==> config.mk <==
export PLATFORM = sky130hd
export DESIGN_NAME = atta_irq_ctrl
export DESIGN_NICKNAME = d
export VERILOG_FILES = /design/src/rtl/atta_irq_ctrl.sv
export SDC_FILE = /design/constraint.sdc
export NUM_CORES = 1
export LEC_CHECK = 0
export CAP_MARGIN = 20
export CORE_UTILIZATION = 40
export CTS_BUF_LIST = sky130_fd_sc_hd__clkbuf_4
export CTS_CLUSTER_DIAMETER = 30
export DETAILED_ROUTE_END_ITERATION = 16
export PLACE_DENSITY_LB_ADDON = 0.05
export SYNTH_ARGS = -nofsm -noshare
export SYNTH_HDL_FRONTEND = slang
export SYNTH_SLANG_ARGS = --single-unit
==> constraint.sdc <==
create_clock -name clk_i -period 2.6 [get_ports clk_i]
set_input_delay 0.52 -clock clk_i [delete_from_list [all_inputs] [get_ports clk_i]]
set_output_delay 0.52 -clock clk_i [all_outputs]
set_load 0.05 [all_outputs]
==> src/rtl/atta_irq_ctrl.sv <==
//==============================================================================
// Module      : atta_irq_ctrl
// Description : Memory-mapped interrupt controller with pending, enable, edge
//               and active registers and a single-beat CPU bus handshake.
//               Optional macro ATTA_IRQ_SYNC_EN adds a two-flop input
//               synchronizer ahead of the source sample flop.
// Revision    : 1.0 - initial release
//==============================================================================
`default_nettype none

module atta_irq_ctrl #(
    parameter int          NUM_SRC   = 8,
    parameter logic [31:0] BASE_ADDR = 32'h0300_0000
) (
    input  logic               clk_i,
    input  logic               rst_i,
    input  logic [NUM_SRC-1:0] src_i,
    input  logic               mem_valid_i,
    input  logic [31:0]        mem_addr_i,
    input  logic [31:0]        mem_wdata_i,
    input  logic [3:0]         mem_wstrb_i,
    output logic               mem_ready_o,
    output logic [31:0]        mem_rdata_o,
    output logic [31:0]        irq_o
);

    localparam logic [1:0] c_OFF_PENDING = 2'd0;
    localparam logic [1:0] c_OFF_ENABLE  = 2'd1;
    localparam logic [1:0] c_OFF_EDGE    = 2'd2;

    typedef enum logic [1:0] {
        ST_IDLE = 2'd0,
        ST_ACK  = 2'd1,
        ST_WAIT = 2'd2
    } state_t;

    state_t             state_q, state_d;
    logic               ready_q, ready_d;
    logic [31:0]        rdata_q, rdata_d;
    logic [NUM_SRC-1:0] pending_q, pending_d;
    logic [NUM_SRC-1:0] enable_q, enable_d;
    logic [NUM_SRC-1:0] edge_mode_q, edge_mode_d;
    logic [NUM_SRC-1:0] s_q, s_d;
    logic [NUM_SRC-1:0] sp_q;

    logic               w_sel;
    logic               w_access;
    logic               w_write;
    logic [1:0]         w_off;
    logic [NUM_SRC-1:0] w_wmask;
    logic [NUM_SRC-1:0] w_wdata;
    logic [NUM_SRC-1:0] w_w1c;
    logic [NUM_SRC-1:0] w_rise;
    logic [NUM_SRC-1:0] w_mode_chg;
    logic [NUM_SRC-1:0] w_act_bits;
    logic               w_act_valid;
    logic [4:0]         w_act_id;
    logic [31:0]        w_pend32, w_en32, w_edge32;
    logic [31:0]        w_rd;
    logic               w_unused;

    assign w_sel    = (mem_addr_i[31:4] == BASE_ADDR[31:4]);
    assign w_off    = mem_addr_i[3:2];
    assign w_access = (state_q == ST_IDLE) && mem_valid_i && w_sel;
    assign w_write  = w_access && (mem_wstrb_i != 4'b0000);
    assign w_wdata  = mem_wdata_i[NUM_SRC-1:0];
    assign w_unused = ^{mem_addr_i[1:0], mem_wdata_i, mem_wstrb_i};

    // Each register bit follows the strobe of the byte lane it lives in.
    for (genvar gi = 0; gi < NUM_SRC; gi++) begin : g_wmask
        assign w_wmask[gi] = mem_wstrb_i[gi/8];
    end

`ifdef ATTA_IRQ_SYNC_EN
    logic [NUM_SRC-1:0] sync1_q, sync2_q;

    always_ff @(posedge clk_i) begin
        if (rst_i) begin
            sync1_q <= '0;
            sync2_q <= '0;
        end else begin
            sync1_q <= src_i;
            sync2_q <= sync1_q;
        end
    end

    assign s_d = sync2_q;
`else
    assign s_d = src_i;
`endif

    always_comb begin
        w_pend32                 = '0;
        w_en32                   = '0;
        w_edge32                 = '0;
        w_pend32[NUM_SRC-1:0]    = pending_q;
        w_en32[NUM_SRC-1:0]      = enable_q;
        w_edge32[NUM_SRC-1:0]    = edge_mode_q;
    end

    // Lowest set index wins: scan downwards so the last hit is the smallest.
    assign w_act_bits = pending_q & enable_q;
    always_comb begin
        w_act_valid = 1'b0;
        w_act_id    = '0;
        for (int i = NUM_SRC - 1; i >= 0; i--) begin
            if (w_act_bits[i]) begin
                w_act_valid = 1'b1;
                w_act_id    = 5'(i);
            end
        end
    end

    always_comb begin
        case (w_off)
            c_OFF_PENDING: w_rd = w_pend32;
            c_OFF_ENABLE:  w_rd = w_en32;
            c_OFF_EDGE:    w_rd = w_edge32;
            default:       w_rd = {w_act_valid, 26'b0, w_act_id};
        endcase
    end

    always_comb begin
        enable_d    = enable_q;
        edge_mode_d = edge_mode_q;
        w_w1c       = '0;
        if (w_write) begin
            case (w_off)
                c_OFF_PENDING: w_w1c       = w_wdata & w_wmask;
                c_OFF_ENABLE:  enable_d    = (enable_q & ~w_wmask) | (w_wdata & w_wmask);
                c_OFF_EDGE:    edge_mode_d = (edge_mode_q & ~w_wmask) | (w_wdata & w_wmask);
                default:       w_w1c       = '0;
            endcase
        end
    end

    assign w_rise     = s_q & ~sp_q;
    assign w_mode_chg = edge_mode_d ^ edge_mode_q;

    // A fresh edge beats a simultaneous W1C; a mode change discards history.
    always_comb begin
        pending_d = '0;
        for (int i = 0; i < NUM_SRC; i++) begin
            if (edge_mode_q[i]) begin
                pending_d[i] = (pending_q[i] & ~w_w1c[i]) | w_rise[i];
            end else begin
                pending_d[i] = s_q[i];
            end
        end
        pending_d = pending_d & ~w_mode_chg;
    end

    always_comb begin
        state_d = state_q;
        case (state_q)
            ST_IDLE: if (w_access)     state_d = ST_ACK;
            ST_ACK:                    state_d = ST_WAIT;
            ST_WAIT: if (!mem_valid_i) state_d = ST_IDLE;
            default:                   state_d = ST_IDLE;
        endcase
    end

    assign ready_d = w_access;
    assign rdata_d = w_access ? w_rd : 32'h0;

    always_ff @(posedge clk_i) begin
        if (rst_i) begin
            state_q     <= ST_IDLE;
            ready_q     <= 1'b0;
            rdata_q     <= '0;
            pending_q   <= '0;
            enable_q    <= '0;
            edge_mode_q <= '0;
            s_q         <= '0;
            sp_q        <= '0;
        end else begin
            state_q     <= state_d;
            ready_q     <= ready_d;
            rdata_q     <= rdata_d;
            pending_q   <= pending_d;
            enable_q    <= enable_d;
            edge_mode_q <= edge_mode_d;
            s_q         <= s_d;
            sp_q        <= s_q;
        end
    end

    assign mem_ready_o = ready_q;
    assign mem_rdata_o = rdata_q;
    assign irq_o       = w_pend32 & w_en32;

endmodule

`default_nettype wire

## Word level (Yosys, flattened, before mapping)

Cells that the tools add are included.

| storage, ports and cells | value |
|---|---|
| flip-flop bits (word level) | 75 |
| word-level logic and storage cells | 94 |
| input port bits | 79 |
| output and inout port bits | 65 |

| operators by class | value |
|---|---|
| reduce and logical (&&, ||, !) cells | 9 |
| mux-type cells | 32 |
| eq/ne operators | 7 |
| bitwise gates (word level) | 38 |

Operators by type and width:

| kind | count |
|---|---|
| $pmux 32 s3 | 1 |
| $and 8x8->8 | 7 |
| $mux 5 | 7 |
| $mux 8 | 4 |
| $eq 28x22->1 const B | 1 |
| $not 8->8 | 3 |
| $mux 1 | 16 |
| $or 8x8->8 | 2 |
| $not 1->1 | 9 |
| $and 1x1->1 | 8 |
| $or 1x1->1 | 8 |
| $xor 8x8->8 | 1 |
| $pmux 2 s3 | 1 |
| $eq 2x1->1 const B | 2 |
| $eq 2x2->1 const B | 2 |
| $logic_not 2->1 | 2 |
| $mux 2 | 2 |
| $ne 2x2->1 const B | 2 |
| $reduce_and 2->1 | 2 |
| $reduce_bool 4->1 | 1 |
| $logic_and 1x1->1 | 3 |
| $mux 3 | 1 |
| $reduce_or 2->1 | 1 |

## Longest topological paths before layout

Gate-level depths: netlist of the first run.

| logic depth | value |
|---|---|
| word-level depth | 10 |
| gate-level depth with buffers | 7 |
| gate-level depth less buffers | 6 |

## Least setup slack after synthesis of the first run

OpenSTA, ideal clock, no wires.

| timing | value |
|---|---|
| path type | input-to-reg |
| start point | input mem_addr_i[11] |
| end point | register pending_q[5] |
| path buffers | 1 |
| stages on the path | 6 |
| slack | 0.570 ns |
| arrival time | 1.914 ns |
| path through | nor4_1 nand4_2 nor4b_2 buf_4 nand2_1 o211a_1 |

| between the ends | value |
|---|---|
| longest elaborated chain between the ends | 9 |
| elaborated cells on any way between the ends | 12 |

RTL lines:

| what | RTL line | RTL |
|---|---|---|
| start: declaration | 19 | `input logic [31:0] mem_addr_i,` |
| $eq 28x22->1 * | 62 | `assign w_sel = (mem_addr_i[31:4] == BASE_ADDR[31:4]);` |
| $logic_and 1x1->1 * | 64 | `assign w_access = (state_q == ST_IDLE) && mem_valid_i && w_sel;` |
| $logic_and 1x1->1 * | 65 | `assign w_write = w_access && (mem_wstrb_i != 4'b0000);` |
| $mux 8 | 127 | `if (w_write) begin` |
| $not 1->1 | 145 | `pending_d[i] = (pending_q[i] & ~w_w1c[i]) \| w_rise[i];` |
| $and 1x1->1 | 145 |  |
| $or 1x1->1 | 145 |  |
| $mux 1 | 144 | `if (edge_mode_q[i]) begin` |
| $and 8x8->8 * | 150 | `pending_d = pending_d & ~w_mode_chg;` |
| end signal: assignment | 180 | `pending_q <= pending_d;` |
| end: declaration | 40 | `logic [NUM_SRC-1:0] pending_q, pending_d;` |

Every way passes the cells marked *; elsewhere a longest branch is shown, timed or not.
A chain may end at the register's enable or synchronous reset.

## Final worst setup path of the first run

| timing | value |
|---|---|
| start point | register pending_q[2] |
| end point | output irq_o[2] |

| between the ends | value |
|---|---|
| longest elaborated chain between the ends | 1 |

RTL lines:

| what | RTL line | RTL |
|---|---|---|
| $and 8x8->8 | 190 | `assign irq_o = w_pend32 & w_en32;` |
| end: declaration | 24 | `output logic [31:0] irq_o` |

No other way between the ends.

==> run metrics, run 1 <==
status=finished clean; Hold Startpoint=s_q[0]; Syn Area/Cell=8.70 sq um; ant diodes=0; antenna-violating nets left=0; post-synth top area cell=dfxtp_1; drt drc=0; cts bufs inserted=5; clock latency on the worst-skew pair=0.36 ns; VDD IR-drop max=0.277 mV; Detailed Route Iter0 Violations=97; Slew @ Worst Pin=0.522 ns; routed length per instance=12.5 microns; drt pass-1 iters=4; Fin. Hold Viols=0; slew margin rel.=0.651; CTS tree=yes; Routed WL=5.64 mm; GR Util met3=0.0427; Util after Layout=0.519; CP startpoint=pending_q[2]; Placed Instances=442; Worst R2R Start=state_q[1]; grt ovf=0; deepest clock path buffer count=2; final hold slack=0.489 ns; Post-Route Skew=0.00876 ns; initial antenna violation count=0; Syn. warnings=0; Post-synth EDFFs=0; largest net degree at the start of global routing=43; die area=0.00689 sq mm; Setup CP Type=reg -> out; Synth top area share=0.396; Root Buffer Master=clkbuf_4; Layout fillers=617; setup total negative slack=0 ns; count leader, synth=dfxtp_1; leakage power=0.00132 uW; num rows=29; CP required=2.08 ns; hold crit path type=reg -> reg; Post-Layout Cell Count=450; Die X=83.0 microns; Post-synth top flop=dfxtp_1; layout cell share with drive strength beyond 1=0.0617; Synth Cell Area=0.00263 sq mm; final setup fails=0; register area share after synthesis=0.396; GRT Util Overall=0.169; GRT met2 Usage=0.282; Synth Register Bits=52; Ports=144; nets@finish=451; Die H=83.0 microns; PortBufs=67; fin crit share=0.888; gp weighted congestion=0.724; top post-synthesis cells by area=dfxtp_1 40%, buf_4 14%, mux2i_1 8.8%, nor2_1 5.7%, nand2_1 4.9%; max_cap viols=0; vias=2125; GR peak layer=met2; Core Region=0.00635 sq mm; post-CTS sizing=0; ys async rst share=0; Crit. End Element=output pin; post-layout minimum cycle time=2.31 ns; CTS sink count=52; unrepaired setup endpoints after global routing=no; Worst EP arrival=1.79 ns; crit start category=flop; post-detail-place hpwl=4.17 mm; Syn Inst Count=302; hold_buf cts=0; Initial Util=0.414; first-pass GRT wire length=9.38 mm; Worst-path clk slew=0.14 ns; Fmax=433 MHz; setup bufs post-CTS=0; vias in the first global route=1844; GR Util met1=0.219; Netlist cell types=38; total power per unit cell area=450 mW/mm^2; post-route total power=1480 uW; htree depth=2; Crit Path Max Fanout=3; Layout area overhead=25.5%; Via density=4.72; Post-synth top cells=52 x dfxtp_1, 48 x buf_4, 40 x nor2_1, 34 x nand2_1, 23 x mux2i_1; Final Max Slew Viols=0
## power breakdown
group	switching (uW)	internal [uW]
clock	242	114
sequential	8.31	814
combinational	208	96.5
total	459	1020
## final timing paths
kind                  end  slack, ns  cells after the start
max reg2reg  pending_q[4]       0.68                      6
min               sp_q[0]       0.49                      1
max              irq_o[2]       0.29                      2
min reg2reg       sp_q[0]       0.49                      1
## cell usage in the layout, fill, tap and decap left out, drive strengths merged, types with 5 or more instances in the layout
master / instances
a21oi: 6
a22oi: 8
nor4: 7
clkbuf: 6
buf: 8
dfxtp: 52
clkdlybuf4s50: 67
mux2i: 23
nand2: 34
inv: 10
nor2: 40
a211oi: 5
conb: 47
nor2b: 18
## area by class of cell
cell class	count	area, sq um	area share
Tap cell	77	96.3	0.0292
Clock buffer	6	45.0	0.0137
Sequential cell	52	1040	0.316
Timing Repair Buffer	75	743	0.226
Multi-Input combinational cell	228	1320	0.401
Inverter	10	37.5	0.0114
Clock inverter	2	11.3	0.00342
## per-stage QoR
stage	worst slack (ns)	cell area (sq um)
6_report	0.292	3300
4_1_cts	0.273	3300
3_3_place_gp	0.0442	3240
2_1_floorplan	0.570	2800
5_1_grt	0.195	3300
3_5_place_dp	0.0253	3240
## per-layer routing
metal | vias to the layer above | part of all wire
li1 | 1072 | -
met5 | - | 0
met4 | 0 | 0.0097
met3 | 5 | 0.071
met1 | 961 | 0.45
met2 | 87 | 0.47
## worst max-delay path, cell delays in order (launching register included)
cell and delay (ns):
dfxtp_1 0.39, and2_1 0.20, clkdlybuf4s50_1 0.84
## logic make-up after synthesis
logic type	synth area share
AOI/OAI and AO/OA	0.111
muxes	0.0919
DFF	0.396
xor gates and xnor gates	0.0100
other	0.00143
buffers and inverters	0.166
and+or+nand+nor	0.222
No activity file was read; power rests on OpenSTA's default activity.
==> run 2: changes to the inputs <==
--- a/config.mk
+++ b/config.mk
@@ -6,10 +6,12 @@
 export NUM_CORES = 1
 export LEC_CHECK = 0
 export CAP_MARGIN = 20
+export CORE_MARGIN = 2
 export CORE_UTILIZATION = 40
 export CTS_BUF_LIST = sky130_fd_sc_hd__clkbuf_4
 export CTS_CLUSTER_DIAMETER = 30
 export DETAILED_ROUTE_END_ITERATION = 16
+export MAX_ROUTING_LAYER = met4
 export PLACE_DENSITY_LB_ADDON = 0.05
 export SYNTH_ARGS = -nofsm -noshare
 export SYNTH_HDL_FRONTEND = slang
==> run 2 against run 1 <==
Non-clock buffer count increased by 4. Sequential cell count unchanged. Worst hold slack improved by 0.0040 ns. First-iteration DRC count decreased by 19%. Design area increased by 2.2%. Final cell count increased by 0.67%. Largest cell class unchanged.
==> run metrics, run 2 (synthesis results as in run 1) <==
slew margin rel.=0.648; setup bufs post-CTS=0; clock latency on the worst-skew pair=0.36 ns; htree depth=2; vias in the first global route=1896; Layout fillers=585; Crit-path slowest cell=clkdlybuf4s50_1; Fin. Hold Viols=0; grt ovf=0; Die H=85.0 microns; layout cell share with drive strength beyond 1=0.0718; die area=0.00723 sq mm; total power per unit cell area=495 mW/mm^2; fin crit share=0.892; num rows=29; Die X=85.0 microns; sequential power share=0.493; cts bufs inserted=5; Layout area overhead=28.2%; Gate power share=0.184; antenna-violating nets left=0; gp weighted congestion=0.758; Via density=4.74; CTS tree=yes; hold_buf cts=0; post-layout minimum cycle time=2.32 ns; crit start category=flop; Reg area=0.00104 sq mm; nets@finish=455; P_sw=461 uW; PnR worst setup slack=0.282 ns; largest net degree at the start of global routing=32; routed length per instance=12.9 microns; Crit Path Max Fanout=3; post-CTS sizing=0; worst-path cell chain=and2_1 -> clkdlybuf4s50_1; Slew @ Worst Pin=0.527 ns; Crit. End Element=output pin; Core Region=0.00635 sq mm; CP required=2.08 ns; Fmax=431 MHz; multi-input logic area=0.00132 sq mm; VDD IR-drop max=0.253 mV; unrepaired setup endpoints after global routing=no; pre-CTS setup slack=0.0412 ns; first-pass GRT wire length=9.13 mm; GRT Util Overall=0.162; hold crit path type=reg -> reg; Post-Route Skew=0.0167 ns; PortBufs=67; CTS sink count=52; final setup fails=0; Detailed Route Iter0 Violations=79; commonest non-fill, non-tap cell in the layout=clkdlybuf4s50_1; setup total negative slack=0 ns; Worst EP arrival=1.80 ns; Sw Share=0.276; post-detail-place hpwl=4.49 mm; ant diodes=0; Clock Power Share=0.323; initial antenna violation count=0; Max stage delay on crit path=0.84 ns; Root Buffer Master=clkbuf_4; deepest clock path buffer count=2; Routed WL=5.85 mm; max_cap viols=0; vias=2149; Initial Util=0.414; internal power=1210 uW; leakage power=0.00136 uW; Worst-path clk slew=0.15 ns; Final Max Slew Viols=0; most frequent cells in the layout=67 x clkdlybuf4s50_1, 52 x dfxtp_1, 47 x conb_1; drt pass-1 iters=4; Setup CP Type=reg -> out; Ports=144; status=finished clean; drt drc=0
## run 2: changes by cell type in the layout (fill, tap and decap cells not counted), sizes merged
cell	previous run	this run
clkinvlp	1	0
clkinv	1	0
bufinv	0	2
clkbuf	6	5
buf	8	12
## run 2: cell type report
cell class	count	share of cell area
inverter	10	0.0111
sequential	52	0.309
tap	77	0.0286
clock buffer	5	0.0111
clock inverter	2	0.0178
timing repair buffer	79	0.230
multi-input combinational	228	0.392
## run 2: power groups by stage
stage	Sequential [uW]	Combinational, uW	Clock, uW
2_1_floorplan	837	260	0
3_3_place_gp	839	306	0
3_5_place_dp	839	307	0
4_1_cts	822	308	556
5_1_grt	825	324	595
6_report	822	307	539
## run 2: critical path: cells and delay by family, from the launching register on
family	cells	cell delay, ns
AND/OR/NAND/NOR	1	0.21
buffers and inverters	1	0.84
flip-flops	1	0.38
## run 2: final timing paths
| kind | slack, ns | endpoint | cells after the start | start |
|---|---|---|---|---|
| worst max-delay path | 0.28 | irq_o[3] | 2 | pending_q[3] |
| worst min-delay path | 0.49 | sp_q[7] | 1 | s_q[7] |
| worst max register to register | 0.73 | pending_q[4] | 6 | state_q[1] |
| worst min register to register | 0.49 | sp_q[7] | 1 | s_q[7] |
## run 2: metal layers
metal | global-route usage | routed length [microns] | vias up
met1 | 0.205 | 2530 | 978
met3 | 0.0379 | 510 | 4
met4 | 0.0433 | 48 | 0
li1 | - | - | 1077
met2 | 0.260 | 2760 | 90
met5 | - | 0 | -
## run 2: through the flow
stage | area (sq um) | hold WS [ns] | power (uW) | utilization | std cells
after detailed placement | 3270 | 0.478 | 1150 | 0.515 | 446
after floorplan | 2800 | 0.459 | 1100 | - | 348
after global routing | 3370 | 0.516 | 1740 | 0.530 | 453
after global placement | 3270 | 0.475 | 1150 | 0.515 | 446
final | 3370 | 0.493 | 1670 | 0.530 | 453
after CTS | 3370 | 0.498 | 1690 | 0.530 | 453
